[src/rtl/bf16_pkg.sv]
// Shared bfloat16 definitions for the MAC datapath (mul_bf16, add_bf16).
// Holds the bf16 field layout, bias, canonical special encodings and the
// operand class enumeration.
package bf16_pkg;

  typedef struct packed {
    logic       sign;
    logic [7:0] exp;
    logic [6:0] frac;
  } bf16_t;

  localparam int unsigned BF16_BIAS = 127;
  localparam logic [15:0] BF16_QNAN = 16'h7FC0;
  localparam logic [15:0] BF16_PINF = 16'h7F80;
  localparam logic [15:0] BF16_NINF = 16'hFF80;

  typedef enum logic [1:0] {
    ZERO = 2'd0,
    NORM = 2'd1,
    INF  = 2'd2,
    NAN  = 2'd3
  } bf16_class_e;

endpackage

[src/rtl/bf16_classify.sv]
// Combinational bf16 operand classifier.
// Ports:
//   op_i  [15:0]  bf16 operand
//   cls_o [1:0]   bf16_class_e encoding; subnormals are reported as ZERO
module bf16_classify
  import bf16_pkg::*;
(
  input  logic [15:0] op_i,
  output logic [1:0]  cls_o
);

  bf16_t       op;
  bf16_class_e cls;

  assign op    = op_i;
  assign cls_o = cls;

  always_comb begin
    cls = NORM;
    if (op.exp == 8'hFF) begin
      cls = (op.frac != 7'd0) ? NAN : INF;
    end else if (op.exp == 8'h00) begin
      // Zero and subnormal alike: subnormals are flushed.
      cls = ZERO;
    end
  end

endmodule

[src/rtl/mul_bf16.sv]
// Three-stage pipelined bfloat16 multiplier with valid/ready handshake.
// S1 unpacks/classifies, S2 multiplies mantissas, S3 normalizes, rounds and
// packs. Output back-pressure freezes every stage.
// Ports:
//   clk, nRST (sync, active-high)     clock and reset
//   in_valid/in_ready, bf1_in, bf2_in operand pair handshake
//   out_valid/out_ready, bf_out       product handshake
//   overflow, underflow, invalid      per-result flags (valid with out_valid)
// Configuration: define MUL_BF16_RNE_EN for round-to-nearest-even; otherwise
// results are truncated.
module mul_bf16
  import bf16_pkg::*;
#(
  parameter int unsigned STAGES = 3
) (
  input  logic        clk,
  input  logic        nRST,
  input  logic        in_valid,
  output logic        in_ready,
  input  logic [15:0] bf1_in,
  input  logic [15:0] bf2_in,
  output logic        out_valid,
  input  logic        out_ready,
  output logic [15:0] bf_out,
  output logic        overflow,
  output logic        underflow,
  output logic        invalid
);

  if (STAGES != 3) begin : g_bad_stages
    $error("mul_bf16: only STAGES = 3 is supported");
  end

  typedef struct packed {
    logic               valid;
    logic               sign;
    logic signed [9:0]  exp;
    logic [7:0]         mant_a;
    logic [7:0]         mant_b;
    logic               spec;
    logic [15:0]        spec_val;
    logic               spec_inv;
  } s1_t;

  typedef struct packed {
    logic               valid;
    logic               sign;
    logic signed [9:0]  exp;
    logic [15:0]        prod;
    logic               spec;
    logic [15:0]        spec_val;
    logic               spec_inv;
  } s2_t;

  typedef struct packed {
    logic        valid;
    logic [15:0] res;
    logic        ovf;
    logic        unf;
    logic        inv;
  } s3_t;

  s1_t s1_n, s1_d, s1_q;
  s2_t s2_n, s2_d, s2_q;
  s3_t s3_n, s3_d, s3_q;

  logic stall;
  assign stall    = s3_q.valid && !out_ready;
  assign in_ready = !stall && !nRST;

  // S1: unpack and classify
  bf16_t       op_a, op_b;
  logic [1:0]  cls_a_raw, cls_b_raw;
  bf16_class_e cls_a, cls_b;

  assign op_a  = bf1_in;
  assign op_b  = bf2_in;
  assign cls_a = bf16_class_e'(cls_a_raw);
  assign cls_b = bf16_class_e'(cls_b_raw);

  bf16_classify u_cls_a (
    .op_i  (bf1_in),
    .cls_o (cls_a_raw)
  );

  bf16_classify u_cls_b (
    .op_i  (bf2_in),
    .cls_o (cls_b_raw)
  );

  always_comb begin
    s1_n          = '0;
    s1_n.valid    = in_valid && in_ready;
    s1_n.sign     = op_a.sign ^ op_b.sign;
    s1_n.exp      = signed'({2'b00, op_a.exp} + {2'b00, op_b.exp} - 10'(BF16_BIAS));
    s1_n.mant_a   = {1'b1, op_a.frac};
    s1_n.mant_b   = {1'b1, op_b.frac};
    s1_n.spec     = 1'b1;
    if (cls_a == NAN || cls_b == NAN) begin
      s1_n.spec_val = BF16_QNAN;
    end else if ((cls_a == INF && cls_b == ZERO) || (cls_a == ZERO && cls_b == INF)) begin
      s1_n.spec_val = BF16_QNAN;
      s1_n.spec_inv = 1'b1;
    end else if (cls_a == INF || cls_b == INF) begin
      s1_n.spec_val = s1_n.sign ? BF16_NINF : BF16_PINF;
    end else if (cls_a == ZERO || cls_b == ZERO) begin
      s1_n.spec_val = {s1_n.sign, 15'd0};
    end else begin
      s1_n.spec = 1'b0;
    end
  end

  // S2: mantissa multiply
  always_comb begin
    s2_n          = '0;
    s2_n.valid    = s1_q.valid;
    s2_n.sign     = s1_q.sign;
    s2_n.exp      = s1_q.exp;
    s2_n.prod     = {8'd0, s1_q.mant_a} * {8'd0, s1_q.mant_b};
    s2_n.spec     = s1_q.spec;
    s2_n.spec_val = s1_q.spec_val;
    s2_n.spec_inv = s1_q.spec_inv;
  end

  // S3: normalize, round, pack
  logic [6:0]        frac;
  logic signed [9:0] e;

`ifdef MUL_BF16_RNE_EN
  logic       guard, sticky, round_up;
  logic [7:0] frac_rnd;
`else
  logic       unused_lsbs;
  assign unused_lsbs = ^s2_q.prod[6:0];
`endif

  always_comb begin
    if (s2_q.prod[15]) begin
      frac = s2_q.prod[14:8];
      e    = s2_q.exp + 10'sd1;
    end else begin
      frac = s2_q.prod[13:7];
      e    = s2_q.exp;
    end
`ifdef MUL_BF16_RNE_EN
    guard    = s2_q.prod[15] ? s2_q.prod[7] : s2_q.prod[6];
    sticky   = s2_q.prod[15] ? |s2_q.prod[6:0] : |s2_q.prod[5:0];
    round_up = guard && (sticky || frac[0]);
    frac_rnd = {1'b0, frac} + {7'd0, round_up};
    if (frac_rnd[7]) begin
      // Mantissa rolled over to 10.0000000: renormalize.
      frac = 7'd0;
      e    = e + 10'sd1;
    end else begin
      frac = frac_rnd[6:0];
    end
`endif

    s3_n       = '0;
    s3_n.valid = s2_q.valid;
    if (s2_q.valid) begin
      if (s2_q.spec) begin
        s3_n.res = s2_q.spec_val;
        s3_n.inv = s2_q.spec_inv;
      end else if (e >= 10'sd255) begin
        s3_n.res = {s2_q.sign, 8'hFF, 7'd0};
        s3_n.ovf = 1'b1;
      end else if (e <= 10'sd0) begin
        s3_n.res = {s2_q.sign, 15'd0};
        s3_n.unf = 1'b1;
      end else begin
        s3_n.res = {s2_q.sign, e[7:0], frac};
      end
    end
  end

  // Whole pipeline freezes on output back-pressure.
  always_comb begin
    s1_d = s1_q;
    s2_d = s2_q;
    s3_d = s3_q;
    if (!stall) begin
      s1_d = s1_n;
      s2_d = s2_n;
      s3_d = s3_n;
    end
  end

  always_ff @(posedge clk) begin
    if (nRST) begin
      s1_q <= '0;
      s2_q <= '0;
      s3_q <= '0;
    end else begin
      s1_q <= s1_d;
      s2_q <= s2_d;
      s3_q <= s3_d;
    end
  end

  assign out_valid = s3_q.valid;
  assign bf_out    = s3_q.res;
  assign overflow  = s3_q.ovf;
  assign underflow = s3_q.unf;
  assign invalid   = s3_q.inv;

endmodule

[config.mk]
export PLATFORM = sky130hd
export DESIGN_NAME = mul_bf16
export DESIGN_NICKNAME = d
export VERILOG_FILES = /design/src/rtl/bf16_pkg.sv /design/src/rtl/bf16_classify.sv /design/src/rtl/mul_bf16.sv
export SDC_FILE = /design/constraint.sdc
export NUM_CORES = 1
export LEC_CHECK = 0
export CORE_MARGIN = 3
export CORE_UTILIZATION = 58
export DETAILED_ROUTE_END_ITERATION = 6
export PLACE_DENSITY = 0.77
export SLEW_MARGIN = 20
export SYNTH_ARGS = -nofsm -noshare
export SYNTH_HDL_FRONTEND = slang
export SYNTH_SLANG_ARGS = --single-unit
[constraint.sdc]
create_clock -name clk -period 6.8 [get_ports clk]
set_clock_uncertainty 0.1 [all_clocks]
set_input_delay 1.02 -clock clk [delete_from_list [all_inputs] [get_ports clk]]
set_output_delay 1.02 -clock clk [all_outputs]
set_load 0.02 [all_outputs]
==> impl_metrics.tcl, run 1 <==
set metrics [dict create \
    ios 57 \
    syn_avg_cell_area_sq_um 8.53 \
    synth_flop_cell "dfxtp_1" \
    cp_num_buf_inv 3 \
    wl_per_cell_um 15.0 \
    synth_common_cells "125 x nand2_1, 78 x dfxtp_1, 53 x a21oi_1, 53 x inv_1, 49 x ha_1" \
    top_layer_used "met4" \
    area_growth_pct 14.6 \
    period_needed_ps 4990 \
    met2WireLength_um 5810 \
    place_congestion 0.864 \
    num_vias 4793 \
    grt_pass1_vias 5011 \
    synth_seq_cells 78 \
    worstMarginPinSlew_ps 912 \
    drtIter0Drc 212 \
    dr_wl_met3_um 569 \
    synth_edf_count 0 \
    final-setup-viol-count 0 \
    cts_tree "done" \
    synth_top_area_cell "dfxtp_1" \
    cap_violations 0 \
    worstSetupPathType "reg -> reg" \
    cp_max_fo 16 \
    grt_max_degree 65 \
    syn_inst 670 \
    dp_hpwl_um 9510 \
    postCtsSetupBuffers 0 \
    dieArea_sq_mm 0.0111 \
    yosysMostFrequentCell "nand2_1" \
    synth_top_area_share_pct 27.3 \
    overflow 0 \
    multi_input_area_sq_mm 0.00382 \
    slew_headroom_pct 39.1 \
    min_period_over_period_pct 73.4 \
    synth_nets 791 \
    die_h_um 105 \
    grt_pass1_wl_um 22700 \
    clk_latency_ps 360 \
    cp_top_family "adder cells" \
    cts_max_path_buffers 2 \
    ys_top_cells_by_area "dfxtp_1 27%, fa_1 13%, ha_1 11%" \
    regArea_sq_mm 0.00156 \
    grt_util_all_layers_pct 24.7 \
    final_core_util_pct 69.6 \
    fmax_mhz 200 \
    cts.reportedPaths.clkPinSlew_ps 80 \
    numPortBuffers 56 \
    syn_area_sq_mm 0.00572 \
    antenna_found_initial 0 \
    power_density_mw_per_mm2 180 \
    synth.distinct_cells 66 \
    crit_path_end_kind "register" \
    drive_above_1_share_pct 5.19 \
    peakVddDrop_mv 0.116 \
    antenna_cells 0 \
    start_kind "register" \
    finalMaxSlewViolations 0 \
    drc 0 \
    ant_nets 0 \
    yosysWarnings 0 \
    async_flop_share_pct 0 \
    hold_path.class "reg -> reg" \
    num-nets-final 830 \
    crit_chain "nand2_1 -> fa_1 -> fa_1 -> inv_1 -> fa_1 -> inv_1 -> fa_1 -> inv_1 -> ha_1 -> a21o_1 -> a21o_1 -> a41oi_1 -> o21ai_1 -> or3_1 -> nand3_1" \
    numCtsBuffers 9 \
    p_leak_nw 2.81 \
    status "finished, final reports clean" \
    n_fill_cell 784 \
    cts-root-buf "clkbuf_8" \
    tns_ps 0 \
    start_util_pct 60.7 \
    rsz0062_at_grt "no" \
    crit_path_top_delay_cell "dfxtp_1" \
    die_w_um 105 \
    ys_seq_area_share_pct 27.3 \
    cts_sinks 78 \
    core_area_sq_mm 0.00942 \
    wl_met1_um 6080 \
    cts_hold_buf 0 \
    drt_pass1_iterations 5 \
    arrival_ps 5190 \
    routed_via_density 5.69 \
    required_ps 7000 \
    cts-resized-gates 0 \
    drt_wl_total_um 12600 \
    slowest_delay_ps 630 \
    num_rows 35 \
    hold_viol 0 \
    htreeDepth 3 \
    cp_common_cell "fa_1" \
]
kinds of logic after synthesis:
logic type / after synthesis / share of synthesized area [%]
buffers and inverters: 86 / 6.02
XOR/XNOR: 23 / 3.66
multiplexers: 10 / 1.77
flip-flops: 78 / 27.3
AO/OA/AOI/OAI: 119 / 13.7
adder cells (fa/ha/maj): 85 / 23.3
AND/OR/NAND/NOR: 269 / 24.3
state kept, by name, indices dropped and copies added (netlist names):
| signal | flops |
|---|---|
| s1_q | 32 |
| s2_q | 26 |
| bf_out | 16 |
| invalid | 1 |
| out_valid | 1 |
| overflow | 1 |
| underflow | 1 |
routing by layer:
metal / global-route usage, % / up-vias
met5: 0 / -
li1: - / 2370
met2: 41.1 / 129
met4: 5.44 / 0
met3: 4.23 / 15
met1: 33.7 / 2279
path summary, 6_finish.rpt:
kind / slack (ps) / cells after the start / end / start
worst max register to register: 1810 / 15 / s2_q[31]$_SDFFE_PP0N_ / s1_q[33]$_SDFFE_PP0N_
worst min register to register: 360 / 2 / bf_out[0]$_SDFFE_PP0N_ / bf_out[0]$_SDFFE_PP0N_
worst max-delay path: 1810 / 15 / s2_q[31]$_SDFFE_PP0N_ / s1_q[33]$_SDFFE_PP0N_
worst min-delay path: 360 / 2 / bf_out[0]$_SDFFE_PP0N_ / bf_out[0]$_SDFFE_PP0N_
through the flow:
stage	hold WS (ps)	total power [mW]	cell area, sq um	setup WS, ps	std cells
6_report	357	1.18	6550	1810	842
5_1_grt	385	1.25	6550	1550	842
4_1_cts	358	1.19	6550	1800	842
3_5_place_dp	347	0.786	6330	1850	827
3_3_place_gp	336	0.776	6330	1970	827
2_1_floorplan	325	0.710	5720	2100	670
cell usage in the layout, fill, tap and decap left out, drive strengths merged, types with 11 or more instances in the layout:
master         Yosys  final
ha                49     49
nand4             11     11
and2              46     46
a21oi             54     54
dfxtp             78     78
o21ai             18     18
nand2            125    125
fa                36     36
nor2              24     24
clkdlybuf4s50      0     55
inv               54     55
nand3             12     12
xnor2             14     14
where the power goes:
group / switching (mW) / total (mW) / internal, mW
clock: 0.184 / 0.400 / 0.216
sequential: 0.0373 / 0.524 / 0.487
combinational: 0.136 / 0.254 / 0.119
total: 0.357 / 1.18 / 0.822
worst reg2reg max path: stages (launching register included):
cell	delay, ps
dfxtp_1	630
nand2_1	170
fa_1	540
fa_1	550
inv_1	60
fa_1	520
inv_1	50
fa_1	520
inv_1	40
ha_1	350
a21o_1	200
a21o_1	180
a41oi_1	370
o21ai_1	200
or3_1	370
nand3_1	80
cell type report:
| type | count | share of cell area, % |
|---|---|---|
| tap | 129 | 2.46 |
| inverter | 54 | 3.09 |
| sequential | 78 | 23.8 |
| clock inverter | 5 | 1.26 |
| clock buffer | 10 | 2.10 |
| multi-input combinational | 506 | 58.3 |
| timing repair buffer | 60 | 8.94 |
Power figures use the tool's default switching activity.
==> inputs of run 2 (changes only) <==
==> constraint.sdc (replaced) <==
create_clock -name clk -period 5.2 [get_ports clk]
set_clock_uncertainty 0.1 [all_clocks]
set_input_delay 0.78 -clock clk [delete_from_list [all_inputs] [get_ports clk]]
set_output_delay 0.78 -clock clk [all_outputs]
set_load 0.02 [all_outputs]
==> impl_metrics.tcl, run 2 (synthesis gave the netlist of run 1 again) <==
set metrics [dict create \
    status "finished, final reports clean" \
    most-common-layout-cells "125 x nand2_1, 78 x dfxtp_1, 55 x clkdlybuf4s50_1, 53 x inv_1, 53 x a21oi_1" \
    drt_pass1_iterations 5 \
    peakVddDrop_mv 0.128 \
    p_leak_nw 2.81 \
    post-place-ws_ps 443 \
    multi_input_area_sq_mm 0.00382 \
    final_common_cell "nand2_1" \
    grt_pass1_vias 4728 \
    grt_pass1_wl_um 22500 \
    die_h_um 105 \
    hold_path.class "reg -> reg" \
    cap_violations 0 \
    num-nets-final 833 \
    cts_max_path_buffers 2 \
    crit_path_end_kind "register" \
    crit_path_end "s2_q[31]$_SDFFE_PP0N_" \
    fmax_mhz 208 \
    finalMaxSlewViolations 0 \
    die_w_um 105 \
    period_needed_ps 4810 \
    final-setup-viol-count 0 \
    drtIter0Drc 297 \
    regMostFlops "s1_q" \
    worstSetupPathType "reg -> reg" \
    postCtsSetupBuffers 0 \
    tns_ps 0 \
    core_area_sq_mm 0.00942 \
    rrSetupSlack_ps 390 \
    required_ps 5400 \
    ant_nets 0 \
    slew_headroom_pct 40.5 \
    rsz0062_at_grt "no" \
    grt_max_degree 64 \
    instances_no_fill 846 \
    dp_hpwl_um 9740 \
    overflow 0 \
    largest_reg_flops 32 \
    routed_via_density 5.67 \
    cts.reportedPaths.clkPinSlew_ps 100 \
    worstMarginPinSlew_ps 892 \
    cts-root-buf "clkbuf_8" \
    power_density_mw_per_mm2 223 \
    cts_hold_buf 0 \
    ios 57 \
    numCtsBuffers 9 \
    wl_per_cell_um 15.1 \
    numPortBuffers 56 \
    cp_max_fo 8 \
    worstReg2RegStart "s1_q[26]$_SDFFE_PP0N_" \
    min_period_over_period_pct 92.5 \
    area_growth_pct 14.5 \
    regArea_sq_mm 0.00156 \
    place_inst 830 \
    whs_ps 347 \
    drc 0 \
    worst_slack_ps 392 \
    place_congestion 0.877 \
    antenna_cells 0 \
    r2r_end "s2_q[31]$_SDFFE_PP0N_" \
    grt_util_all_layers_pct 24.6 \
    dieArea_sq_mm 0.0111 \
    n_fill_cell 798 \
    cts-resized-gates 0 \
    r2r_cells 15 \
    crit_start "s1_q[26]$_SDFFE_PP0N_" \
    power.total_mw 1.46 \
    htreeDepth 3 \
    num_vias 4796 \
    start_util_pct 60.7 \
    arrival_ps 5010 \
    drt_wl_total_um 12700 \
    num_rows 35 \
    start_kind "register" \
    antenna_found_initial 0 \
    hold_viol 0 \
    cts_sinks 78 \
    drive_above_1_share_pct 5.72 \
    cts_tree "done" \
    clk_latency_ps 360 \
]
## run 2: changes by cell type in the layout (fill, tap and decap cells not counted), sizes merged
| cell | before | now |
|---|---|---|
| inv | 55 | 57 |
| clkinvlp | 0 | 2 |
| clkinv | 2 | 1 |
| buf | 5 | 8 |
| bufinv | 2 | 0 |
## run 2: through the flow
step                util, %  cell area [sq um]
floorplan                 -               5720
global route           69.5               6550
finish                 69.5               6550
global placement       67.5               6350
detailed placement     67.5               6350
CTS                    69.5               6550
## run 2: worst min-delay path by stage
stage	startpoint	to	slack (ps)	cells after the start
after detailed placement	bf_out[4]$_SDFFE_PP0N_	bf_out[4]$_SDFFE_PP0N_	340	2
final	bf_out[5]$_SDFFE_PP0N_	bf_out[5]$_SDFFE_PP0N_	350	2
after global routing	s1_q[40]$_SDFFE_PP0N_	s2_q[40]$_SDFFE_PP0N_	370	2
after floorplan	s2_q[32]$_SDFFE_PP0N_	s2_q[32]$_SDFFE_PP0N_	320	2
after CTS	bf_out[5]$_SDFFE_PP0N_	bf_out[5]$_SDFFE_PP0N_	350	2
after global placement	bf_out[5]$_SDFFE_PP0N_	bf_out[5]$_SDFFE_PP0N_	330	2
## run 2: worst max-delay path, stage by stage, from the launching register on
cell and delay [ps]:
dfxtp_1 460, nand2_1 110, fa_1 540, fa_1 550, inv_1 50, fa_1 530
inv_1 50, fa_1 520, inv_1 40, ha_1 350, a21o_1 200, a21o_1 180
a41oi_1 350, o21ai_1 210, or3_1 410, nand3_1 90
## run 2: layout make-up
cell class | instances | area share, %
multi-input combinational | 506 | 58.4
sequential | 78 | 23.9
timing repair buffer | 63 | 9.29
inverter | 54 | 3.10
tap | 129 | 2.47
clock buffer | 10 | 2.10
clock inverter | 6 | 0.803
## run 2: power breakdown
part	leakage, nW	total, mW	internal, mW	switching [mW]
logic	2.07	0.334	0.156	0.178
clock network	0.0914	0.444	0.194	0.250
registers	0.639	0.682	0.637	0.0456
## run 2: per-layer routing
layer  global-route usage [%]  routed length, um  up-vias
met3                     4.53                671       20
met5                        0                  0        -
met2                     38.5               5540      148
li1                         -                  -     2375
met4                     7.12                272        0
met1                     34.7               6250     2253
==> inputs of run 3 (changes only) <==
--- a/config.mk
+++ b/config.mk
@@ -8,6 +8,7 @@
 export CORE_MARGIN = 3
 export CORE_UTILIZATION = 58
 export DETAILED_ROUTE_END_ITERATION = 6
+export MAX_ROUTING_LAYER = met4
 export PLACE_DENSITY = 0.77
 export SLEW_MARGIN = 20
 export SYNTH_ARGS = -nofsm -noshare
==> impl_metrics.tcl, run 3 (synthesis gave the netlist of run 1 again) <==
set metrics [dict create \
    numCtsBuffers 9 \
    final_common_cell "nand2_1" \
    cts-root-buf "clkbuf_8" \
    clk_latency_ps 360 \
    grt_pass1_vias 4735 \
    start_util_pct 60.7 \
    cts_max_path_buffers 2 \
    status "finished, final reports clean" \
    antenna_found_initial 0 \
    wl_met1_um 6130 \
    postCtsSetupBuffers 0 \
    finalMaxSlewViolations 0 \
    cts.reportedPaths.clkPinSlew_ps 90 \
    cts_sinks 78 \
    cts_tree "done" \
    cts-resized-gates 0 \
    num_rows 35 \
    tns_ps 0 \
    worstMarginPinSlew_ps 901 \
    grt_pass1_wl_um 22300 \
    crit_path_end_kind "register" \
    power_density_mw_per_mm2 226 \
    numPortBuffers 56 \
    final-setup-viol-count 0 \
    num-nets-final 833 \
    regMostFlops "s1_q" \
    peakVddDrop_mv 0.178 \
    p_leak_nw 2.82 \
    htreeDepth 3 \
    drt_pass1_iterations 5 \
    core_area_sq_mm 0.00942 \
    whs_ps 346 \
    period_needed_ps 4840 \
    dieArea_sq_mm 0.0111 \
    num_vias 4805 \
    place_congestion 0.893 \
    drive_above_1_share_pct 5.72 \
    drc 0 \
    die_h_um 105 \
    dp_hpwl_um 9810 \
    rsz0062_at_grt "no" \
    cp_max_fo 9 \
    dr_wl_met3_um 712 \
    overflow 0 \
    cts_hold_buf 0 \
    hold_viol 0 \
    cap_violations 0 \
    top_layer_used "met4" \
    slew_headroom_pct 39.8 \
    antenna_cells 0 \
    drt_wl_total_um 12800 \
    wl_per_cell_um 15.1 \
    arrival_ps 4960 \
    most-common-layout-cells "125 x nand2_1, 78 x dfxtp_1, 55 x clkdlybuf4s50_1, 53 x inv_1, 53 x a21oi_1" \
    min_period_over_period_pct 93.2 \
    ios 57 \
    fmax_mhz 206 \
    grt_max_degree 64 \
    drtIter0Drc 159 \
    area_growth_pct 14.8 \
    hold_path.class "reg -> reg" \
    required_ps 5320 \
    start_kind "register" \
    grt_util_all_layers_pct 25.2 \
    met2WireLength_um 5780 \
    routed_via_density 5.68 \
    ant_nets 0 \
    worstSetupPathType "reg -> reg" \
    die_w_um 105 \
    n_fill_cell 847 \
    largest_reg_flops 32 \
]
-- run 3: metrics by stage --
stage                     instance area, sq um  cells  utilization (%)  worst slack, ps  power, mW
after detailed placement                  6350    830             67.5              385       1.03
after global routing                      6560    846             69.7              140       1.58
final                                     6560    846             69.7              355       1.49
after global placement                    6350    830             67.5              545       1.02
after CTS                                 6560    846             69.7              342       1.50
after floorplan                           5720    670                -              501      0.929
-- run 3: critical path: stages, from the launching register on --
cell,delay (ps)
dfxtp_1,480
nand2_1,120
fa_1,520
fa_1,550
inv_1,60
fa_1,530
inv_1,50
fa_1,520
inv_1,40
ha_1,360
a21o_1,200
a21o_1,190
a41oi_1,390
o2111ai_1,240
xnor2_1,240
o21ai_0,120
-- run 3: path summary, 6_finish.rpt --
path                          startpoint                      to  slack, ps  cells after the start
setup / recovery   s1_q[27]$_SDFFE_PP0N_   s2_q[33]$_SDFFE_PP0N_        360                     15
hold / removal    bf_out[4]$_SDFFE_PP0N_  bf_out[4]$_SDFFE_PP0N_        350                      2
setup reg to reg   s1_q[27]$_SDFFE_PP0N_   s2_q[33]$_SDFFE_PP0N_        360                     15
hold reg to reg   bf_out[4]$_SDFFE_PP0N_  bf_out[4]$_SDFFE_PP0N_        350                      2
-- run 3: final cells by class --
class	count	area [sq um]	area share, %
Inverter	54	203	3.09
Multi-Input combinational cell	506	3820	58.2
Clock buffer	10	138	2.10
Sequential cell	78	1560	23.8
Timing Repair Buffer	63	608	9.27
Clock inverter	6	68.8	1.05
Tap cell	129	161	2.46
-- run 3: metal layers --
metal  track usage [%]  up-vias
li1                  -     2372
met3              5.08       20
met2              39.4      143
met1              34.1     2270
met5                 -        -
met4              5.34        0
-- run 3: where the power goes --
group / switching [mW] / total (mW) / internal, mW
Clock: 0.229 / 0.467 / 0.237
Sequential: 0.0460 / 0.683 / 0.637
Combinational: 0.180 / 0.337 / 0.156
Total: 0.456 / 1.49 / 1.03
